### src/rtl/sdram_dp_seq_pkg.sv
// Shared types and constants for the SDRAM data-path sequencer.
// Holds the bus width, beat-counter width, state encoding and legal parameter ranges.
package sdram_dp_seq_pkg;

   localparam int DATA_SIZE     = 32;
   localparam int BURST_LEN_MAX = 8;
   localparam int BURST_LEN_DEF = 4;
   localparam int CAS_LAT_MIN   = 2;
   localparam int CAS_LAT_DEF   = 2;
   localparam int CNT_W         = $clog2(BURST_LEN_MAX) + 1;

   typedef enum logic [2:0] {
      S_IDLE     = 3'd0,
      S_WRITE    = 3'd1,
      S_CAS_WAIT = 3'd2,
      S_READ     = 3'd3,
      S_TURN     = 3'd4
   } seq_state_t;

endpackage

### src/rtl/sdram_dp_seq_if.sv
// Host/command-side and dq-pad-side signals of the data-path sequencer.
// The sequencer uses the slave view; whoever drives starts and dq uses the master view.
interface sdram_dp_seq_if;
   import sdram_dp_seq_pkg::*;

   logic                 wr_start;
   logic                 rd_start;
   logic [DATA_SIZE-1:0] host_wdata;
   logic                 wdata_ack;
   logic [DATA_SIZE-1:0] dq_in;
   logic [DATA_SIZE-1:0] sdram_out;
   logic                 oe;
   logic [DATA_SIZE-1:0] rd_data;
   logic                 rd_valid;
   logic                 busy;
   logic                 burst_done;
   logic                 seq_err;

   modport master (
      output wr_start, rd_start, host_wdata, dq_in,
      input  wdata_ack, sdram_out, oe, rd_data, rd_valid, busy, burst_done, seq_err
   );

   modport slave (
      input  wr_start, rd_start, host_wdata, dq_in,
      output wdata_ack, sdram_out, oe, rd_data, rd_valid, busy, burst_done, seq_err
   );

endinterface

### src/rtl/sdram_dp_seq_beat_cnt.sv
// Loadable up-counter with synchronous clear and terminal-count flag.
// Stops at the terminal count instead of wrapping; the owner decides what happens next.
module sdram_beat_cnt
   import sdram_dp_seq_pkg::*;
(
   input  logic             i_clk,
   input  logic             i_reset,
   input  logic             i_clr,
   input  logic             i_load,
   input  logic [CNT_W-1:0] i_load_val,
   input  logic             i_inc,
   input  logic [CNT_W-1:0] i_tc_val,
   output logic [CNT_W-1:0] o_cnt,
   output logic             o_tc
);

   logic [CNT_W-1:0] r_cnt;

   always_ff @(posedge i_clk or posedge i_reset) begin
      if (i_reset) begin
         r_cnt <= '0;
      end else if (i_clr) begin
         r_cnt <= '0;
      end else if (i_load) begin
         r_cnt <= i_load_val;
      end else if (i_inc && !o_tc) begin
         r_cnt <= r_cnt + 1'b1;
      end
   end

   assign o_cnt = r_cnt;
   assign o_tc  = (r_cnt == i_tc_val);

endmodule

### src/rtl/sdram_dp_seq.sv
// SDRAM data-path sequencer: drives dq for write bursts and captures read beats
// after CAS latency, one burst at a time.
//
// state    | meaning
// IDLE     | waiting for wr_start / rd_start
// WRITE    | write beats on dq, oe asserted
// CAS_WAIT | waiting out CAS latency before the first read beat
// READ     | capturing read beats from dq_in
// TURN     | one-cycle bus turnaround after a write
module sdram_dp_seq
   import sdram_dp_seq_pkg::*;
#(
   parameter int BURST_LEN = BURST_LEN_DEF,
   parameter int CAS_LAT   = CAS_LAT_DEF
)(
   input logic           i_clk,
   input logic           i_reset,
   sdram_dp_seq_if.slave bus
);

   localparam logic [CNT_W-1:0] BEAT_TC   = CNT_W'(BURST_LEN - 1);
   localparam logic [CNT_W-1:0] BEAT_PREV = CNT_W'(BURST_LEN - 2);
   localparam logic [CNT_W-1:0] CAS_TC    = CNT_W'(CAS_LAT - CAS_LAT_MIN);

   seq_state_t           r_state;
   logic                 r_oe;
   logic                 r_rd_valid;
   logic                 r_busy;
   logic                 r_burst_done;
   logic                 r_seq_err;
   logic [DATA_SIZE-1:0] r_sdram_out;
   logic [DATA_SIZE-1:0] r_rd_data;

   logic                 w_any_start;
   logic                 w_tc;
   logic                 w_cnt_clr;
   logic                 w_cnt_load;
   logic                 w_cnt_inc;
   logic [CNT_W-1:0]     w_cnt;
   logic [CNT_W-1:0]     w_tc_val;

   // One counter times both the CAS wait and the beats; its terminal value depends on the phase.
   assign w_any_start = bus.wr_start | bus.rd_start;
   assign w_tc_val    = (r_state == S_CAS_WAIT) ? CAS_TC : BEAT_TC;
   assign w_cnt_load  = ((r_state == S_IDLE) && w_any_start) ||
                        ((r_state == S_CAS_WAIT) && w_tc);
   assign w_cnt_clr   = (r_state == S_TURN) ||
                        (((r_state == S_WRITE) || (r_state == S_READ)) && w_tc);
   assign w_cnt_inc   = (r_state inside {S_WRITE, S_CAS_WAIT, S_READ}) && !w_tc;

   sdram_beat_cnt u_beat_cnt (
      .i_clk      (i_clk),
      .i_reset    (i_reset),
      .i_clr      (w_cnt_clr),
      .i_load     (w_cnt_load),
      .i_load_val ('0),
      .i_inc      (w_cnt_inc),
      .i_tc_val   (w_tc_val),
      .o_cnt      (w_cnt),
      .o_tc       (w_tc)
   );

   always_ff @(posedge i_clk or posedge i_reset) begin
      if (i_reset) begin
         r_state      <= S_IDLE;
         r_oe         <= 1'b0;
         r_sdram_out  <= '0;
         r_rd_data    <= '0;
         r_rd_valid   <= 1'b0;
         r_busy       <= 1'b0;
         r_burst_done <= 1'b0;
         r_seq_err    <= 1'b0;
      end else begin
         r_rd_valid   <= 1'b0;
         r_burst_done <= 1'b0;
         // Starts while busy are dropped; a collision in IDLE runs the write but is still flagged.
         r_seq_err    <= (r_state != S_IDLE) ? w_any_start : (bus.wr_start & bus.rd_start);
         unique case (r_state)
            S_IDLE: begin
               if (bus.wr_start) begin
                  r_state      <= S_WRITE;
                  r_busy       <= 1'b1;
                  r_oe         <= 1'b1;
                  r_sdram_out  <= bus.host_wdata;
                  r_burst_done <= (BURST_LEN == 1);
               end else if (bus.rd_start) begin
                  r_state <= S_CAS_WAIT;
                  r_busy  <= 1'b1;
               end
            end
            S_WRITE: begin
               if (w_tc) begin
                  r_state     <= S_TURN;
                  r_oe        <= 1'b0;
                  r_sdram_out <= '0;
               end else begin
                  r_oe         <= 1'b1;
                  r_sdram_out  <= bus.host_wdata;
                  r_burst_done <= (w_cnt == BEAT_PREV);
               end
            end
            S_CAS_WAIT: begin
               if (w_tc) r_state <= S_READ;
            end
            S_READ: begin
               r_rd_data  <= bus.dq_in;
               r_rd_valid <= 1'b1;
               if (w_tc) begin
                  r_state      <= S_IDLE;
                  r_busy       <= 1'b0;
                  r_burst_done <= 1'b1;
               end
            end
            S_TURN: begin
               r_state <= S_IDLE;
               r_busy  <= 1'b0;
            end
            default: begin
               r_state     <= S_IDLE;
               r_busy      <= 1'b0;
               r_oe        <= 1'b0;
               r_sdram_out <= '0;
            end
         endcase
      end
   end

   assign bus.wdata_ack  = ((r_state == S_IDLE) && bus.wr_start) ||
                           ((r_state == S_WRITE) && !w_tc);
   assign bus.sdram_out  = r_sdram_out;
   assign bus.oe         = r_oe;
   assign bus.rd_data    = r_rd_data;
   assign bus.rd_valid   = r_rd_valid;
   assign bus.busy       = r_busy;
   assign bus.burst_done = r_burst_done;
   assign bus.seq_err    = r_seq_err;

endmodule

### src/flat_wrapper.sv
// flat-port wrapper written by rule: the top's interface ports become plain ports
module sdram_dp_seq_flat import sdram_dp_seq_pkg::*;
#(
   parameter int BURST_LEN = BURST_LEN_DEF,
   parameter int CAS_LAT   = CAS_LAT_DEF
)
  (i_clk, i_reset, bus_wr_start, bus_rd_start, bus_host_wdata, bus_dq_in, bus_wdata_ack, bus_sdram_out, bus_oe, bus_rd_data, bus_rd_valid, bus_busy, bus_burst_done, bus_seq_err);
  sdram_dp_seq_if bus_i ();
  input logic i_clk;
  input logic i_reset;
  input wire logic [$bits(bus_i.wr_start)-1:0] bus_wr_start;
  input wire logic [$bits(bus_i.rd_start)-1:0] bus_rd_start;
  input wire logic [$bits(bus_i.host_wdata)-1:0] bus_host_wdata;
  input wire logic [$bits(bus_i.dq_in)-1:0] bus_dq_in;
  output wire logic [$bits(bus_i.wdata_ack)-1:0] bus_wdata_ack;
  output wire logic [$bits(bus_i.sdram_out)-1:0] bus_sdram_out;
  output wire logic [$bits(bus_i.oe)-1:0] bus_oe;
  output wire logic [$bits(bus_i.rd_data)-1:0] bus_rd_data;
  output wire logic [$bits(bus_i.rd_valid)-1:0] bus_rd_valid;
  output wire logic [$bits(bus_i.busy)-1:0] bus_busy;
  output wire logic [$bits(bus_i.burst_done)-1:0] bus_burst_done;
  output wire logic [$bits(bus_i.seq_err)-1:0] bus_seq_err;
  assign bus_i.wr_start = bus_wr_start;
  assign bus_i.rd_start = bus_rd_start;
  assign bus_i.host_wdata = bus_host_wdata;
  assign bus_i.dq_in = bus_dq_in;
  assign bus_wdata_ack = bus_i.wdata_ack;
  assign bus_sdram_out = bus_i.sdram_out;
  assign bus_oe = bus_i.oe;
  assign bus_rd_data = bus_i.rd_data;
  assign bus_rd_valid = bus_i.rd_valid;
  assign bus_busy = bus_i.busy;
  assign bus_burst_done = bus_i.burst_done;
  assign bus_seq_err = bus_i.seq_err;
  sdram_dp_seq #(.BURST_LEN(BURST_LEN), .CAS_LAT(CAS_LAT)) u_core (.i_clk(i_clk), .i_reset(i_reset), .bus(bus_i));
endmodule
### config.mk
export PLATFORM = sky130hd
export DESIGN_NAME = sdram_dp_seq_flat
export DESIGN_NICKNAME = d
export VERILOG_FILES = /design/src/rtl/sdram_dp_seq_pkg.sv /design/src/rtl/sdram_dp_seq_if.sv /design/src/rtl/sdram_dp_seq_beat_cnt.sv /design/src/rtl/sdram_dp_seq.sv /design/src/flat_wrapper.sv
export SDC_FILE = /design/constraint.sdc
export NUM_CORES = 1
export LEC_CHECK = 0
export ABC_AREA = 1
export BUFFER_PORTS_ARGS = -buffer_cell sky130_fd_sc_hd__buf_2
export CAP_MARGIN = 20
export CORE_MARGIN = 1
export CORE_UTILIZATION = 43
export DETAILED_ROUTE_END_ITERATION = 8
export MAX_ROUTING_LAYER = met4
export PLACE_DENSITY = 0.77
export SYNTH_ARGS = -nofsm -noshare
export SYNTH_HDL_FRONTEND = slang
export SYNTH_SLANG_ARGS = --single-unit
export TNS_END_PERCENT = 5
### constraint.sdc
create_clock -name i_clk -period 3.4 [get_ports i_clk]
set_clock_uncertainty 0.05 [all_clocks]
set_input_delay 0.34 -clock i_clk [delete_from_list [all_inputs] [get_ports i_clk]]
set_output_delay 0.34 -clock i_clk [all_outputs]
set_load 0.02 [all_outputs]
==> results.tsv <==
stage	metric	value	unit
outcome	status	finished, final reports clean	
final_layout	area_growth	32.4	%
final_layout	final_nets	569	
sta	worst_slew_pin_slew	0.563	ns
pwr	power_density	1050	nW/µm²
detailed_routing	drt_pass1_iterations	4	
synthesis	synth_cell_types	25	
setup_path	cp_max_fo	34	
synthesis	ys_ff_latch	76	
floorplanning	coreArea	6870	µm²
sta	whs	0.140	ns
global_routing	grt_overflow_total	0	
sta	max_freq	0.439	GHz
pwr	switching_share	45.7	%
pwr	power.switching	1.95	mW
sta	finalCritPeriodShare	67.0	%
setup_path	reg2regPathDepth	8	
placed_design	place_ws	1.50	ns
sta	finalCriticalPeriod	2.28	ns
setup_path	path_class	register to output port	
synthesis	synth_top_family_by_area	simple AND/OR/NAND/NOR gates	
final_layout	diodes	0	
clock_tree	clk_pin_slew	0.08	ns
placed_design	placement.io_buffers	137	
floorplanning	row_count	30	
pwr	ir_worst_vdd	0.441	mV
floorplanning	io_pins	138	
synthesis	synth-xor-area-share	0.284	%
clock_tree	numClockSinks	76	
clock_tree	cts_made_buffers	9	
final_layout	layout-drive-gt1-share	33.5	%
synthesis	async_flop_share	100	%
synthesis	synth.area.mux_share	0	%
global_routing	grt_first_pass_wirelength	11.2	mm
setup_path	critPathLaunchType	register	
setup_path	arrival	1.89	ns
floorplanning	start_util	44.8	%
final_layout	layout_common_cells	nand2_1 (216), buf_2 (137), dfrtp_1 (76), inv_1 (11), clkbuf_8 (11)	
floorplanning	die_h	86.6	µm
sta	slew_viol_final	0	
sta	rsz0062_at_grt	no	
clock_tree	postCtsSetupRepairBufs	0	
sta	hold_viol	0	
sta	fin_ws	1.12	ns
global_routing	antenna_found_initial	0	
floorplanning	die_area	7510	µm²
sta	maxSlewHeadroom	62.4	%
clock_tree	postCtsResizedCells	0	
pwr	power.internal	2.32	mW
synthesis	synth-compound-area-share	2.19	%
placed_design	hpwl	4.98	mm
clock_tree	postCtsHoldBufs	0	
clock_tree	clk_latency	0.34	ns
synthesis	postSynthCellCount	358	
clock_tree	cts_max_path_buffers	2	
synthesis	syn_nets	428	
sta	setup_violations	0	
synthesis	synth-simple-area-share	30.7	%
synthesis	synth_edf_count	0	
synthesis	ys.flop_type	dfrtp_1	
clock_tree	cts_tree	done	
global_routing	grt_pass1_vias	2469	
detailed_routing	routed_via_density	4.56	
detailed_routing	drc_errors	0	
synthesis	avgSynthCellArea	8.60	µm²
synthesis	synthAdderAreaFrac	0.812	%
setup_path	endpoint_kind	output port	
detailed_routing	drtIter0Drc	150	
synthesis	syn-cell-area	3080	µm²
synthesis	ys_warn_count	0	
pwr	clkPwrFrac	16.6	%
clock_tree	h-tree-depth	3	
final_layout	layout_commonest_cell	nand2_1	
pwr	power.leakage	2.42	nW
worst_hold_path	hold_class	input pin to register	
detailed_routing	routed_wl	7.14	mm
setup_path	critPathRequiredTime	3.01	ns
pwr	power.share.sequential	35.8	%
detailed_routing	routedWlPerCell	11.9	µm
global_routing	grt.total_usage	20.3	%
clock_tree	clk_root_buffer_cell	clkbuf_8	
worst_hold_path	holdPathStages	3	
job	maxCapViolations	0	
detailed_routing	ant_nets	0	
pwr	pwr-share-comb	47.6	%
global_routing	grt_max_degree	57	
floorplanning	floorplan.die.width	86.6	µm
synthesis	yosysSeqAreaShare	61.7	%
detailed_routing	vias	2734	
placed_design	globalplace.congestion	0.828	
sta	final.setup.tns	0	ns
-- worst max-delay path, stage by stage, from the launching register on --
cell and delay (ns):
dfrtp_1 0.41, inv_2 0.12, nand2_1 0.12, nor2_2 0.22, nand2_1 0.13, nand2_4 0.30
buf_2 0.24
-- sequential cells by signal, indices dropped and copies added, names as in the netlist --
register and count:
u_core.bus.seq_err 1, u_core.bus.busy 1, u_core.u_beat_cnt.o_cnt 4, u_core.bus.rd_valid 1, u_core.bus.burst_done 1, u_core.bus.sdram_out 32
u_core.r_state 3, u_core.bus.rd_data 32, u_core.bus.oe 1
-- power by group through the flow --
stage / combinational [mW] / sequential (mW) / clock [mW]
3_3_place_gp: 1.99 / 1.52 / 0
2_1_floorplan: 0.981 / 1.99 / 0
5_1_grt: 2.26 / 1.57 / 0.772
3_5_place_dp: 2.04 / 1.54 / 0
6_report: 2.03 / 1.53 / 0.708
4_1_cts: 2.05 / 1.53 / 0.729
-- metal layers --
metal / up-vias / track usage (%) / wire, µm
met5: - / - / 0
met4: 0 / 7.27 / 84
met3: 7 / 5.33 / 449
met2: 98 / 33.7 / 3580
met1: 1261 / 23.9 / 3030
li1: 1368 / - / -
-- logic make-up (layout without fill, tap and decap cells) --
logic type	Yosys count	in the layout
buffers and inverters	28	174
DFF	76	76
and+or+nand+nor	240	240
adders and majority gates	2	2
xor gates and xnor gates	1	1
AOI/OAI and AO/OA	11	11
-- cells in the mapped netlist (2+ instances only) --
| library cell | number | share of area [%] |
|---|---|---|
| inv_2 | 4 | 0.49 |
| dfrtp_1 | 76 | 62 |
| nand2_1 | 216 | 26 |
| clkbuf_1 | 3 | 0.37 |
| nor2_1 | 10 | 1.2 |
| o21ai_0 | 4 | 0.65 |
| buf_2 | 3 | 0.49 |
| nand3_1 | 5 | 0.81 |
| buf_4 | 6 | 1.5 |
| nand4_1 | 2 | 0.41 |
| inv_1 | 12 | 1.5 |
| ha_1 | 2 | 0.81 |
| a21oi_1 | 3 | 0.49 |
-- layout make-up --
class	instances	area (µm²)
Inverter	16	61.3
Tap cell	96	120
Multi-Input combinational cell	254	1050
Timing Repair Buffer	142	738
Clock buffer	11	151
Clock inverter	5	58.8
Fill cell	612	2790
Sequential cell	76	1900
-- worst paths after layout --
path	start	to	slack, ns
setup / recovery	u_core.r_state[0]	bus_wdata_ack	1.12
hold / removal	bus_host_wdata[0]	u_core.bus.sdram_out[0]	0.14
hold reg to reg	u_core.bus.rd_data[27]	u_core.bus.rd_data[27]	0.42
min in group asynchronous	i_reset	u_core.bus.sdram_out[11]	0.45
setup reg to reg	u_core.r_state[2]	u_core.bus.sdram_out[31]	1.50
max in group asynchronous	i_reset	u_core.bus.sdram_out[5]	2.28
-- through the flow --
stage / instances / cell area [µm²] / power, mW / util [%]
final: 600 / 4080 / 4.27 / 59.4
after global routing: 600 / 4080 / 4.61 / 59.4
after CTS: 598 / 4050 / 4.31 / 58.9
after detailed placement: 582 / 3840 / 3.58 / 55.9
after global placement: 582 / 3840 / 3.51 / 55.9
after floorplan: 358 / 3080 / 2.97 / -
No activity file was read; power rests on OpenSTA's default activity.
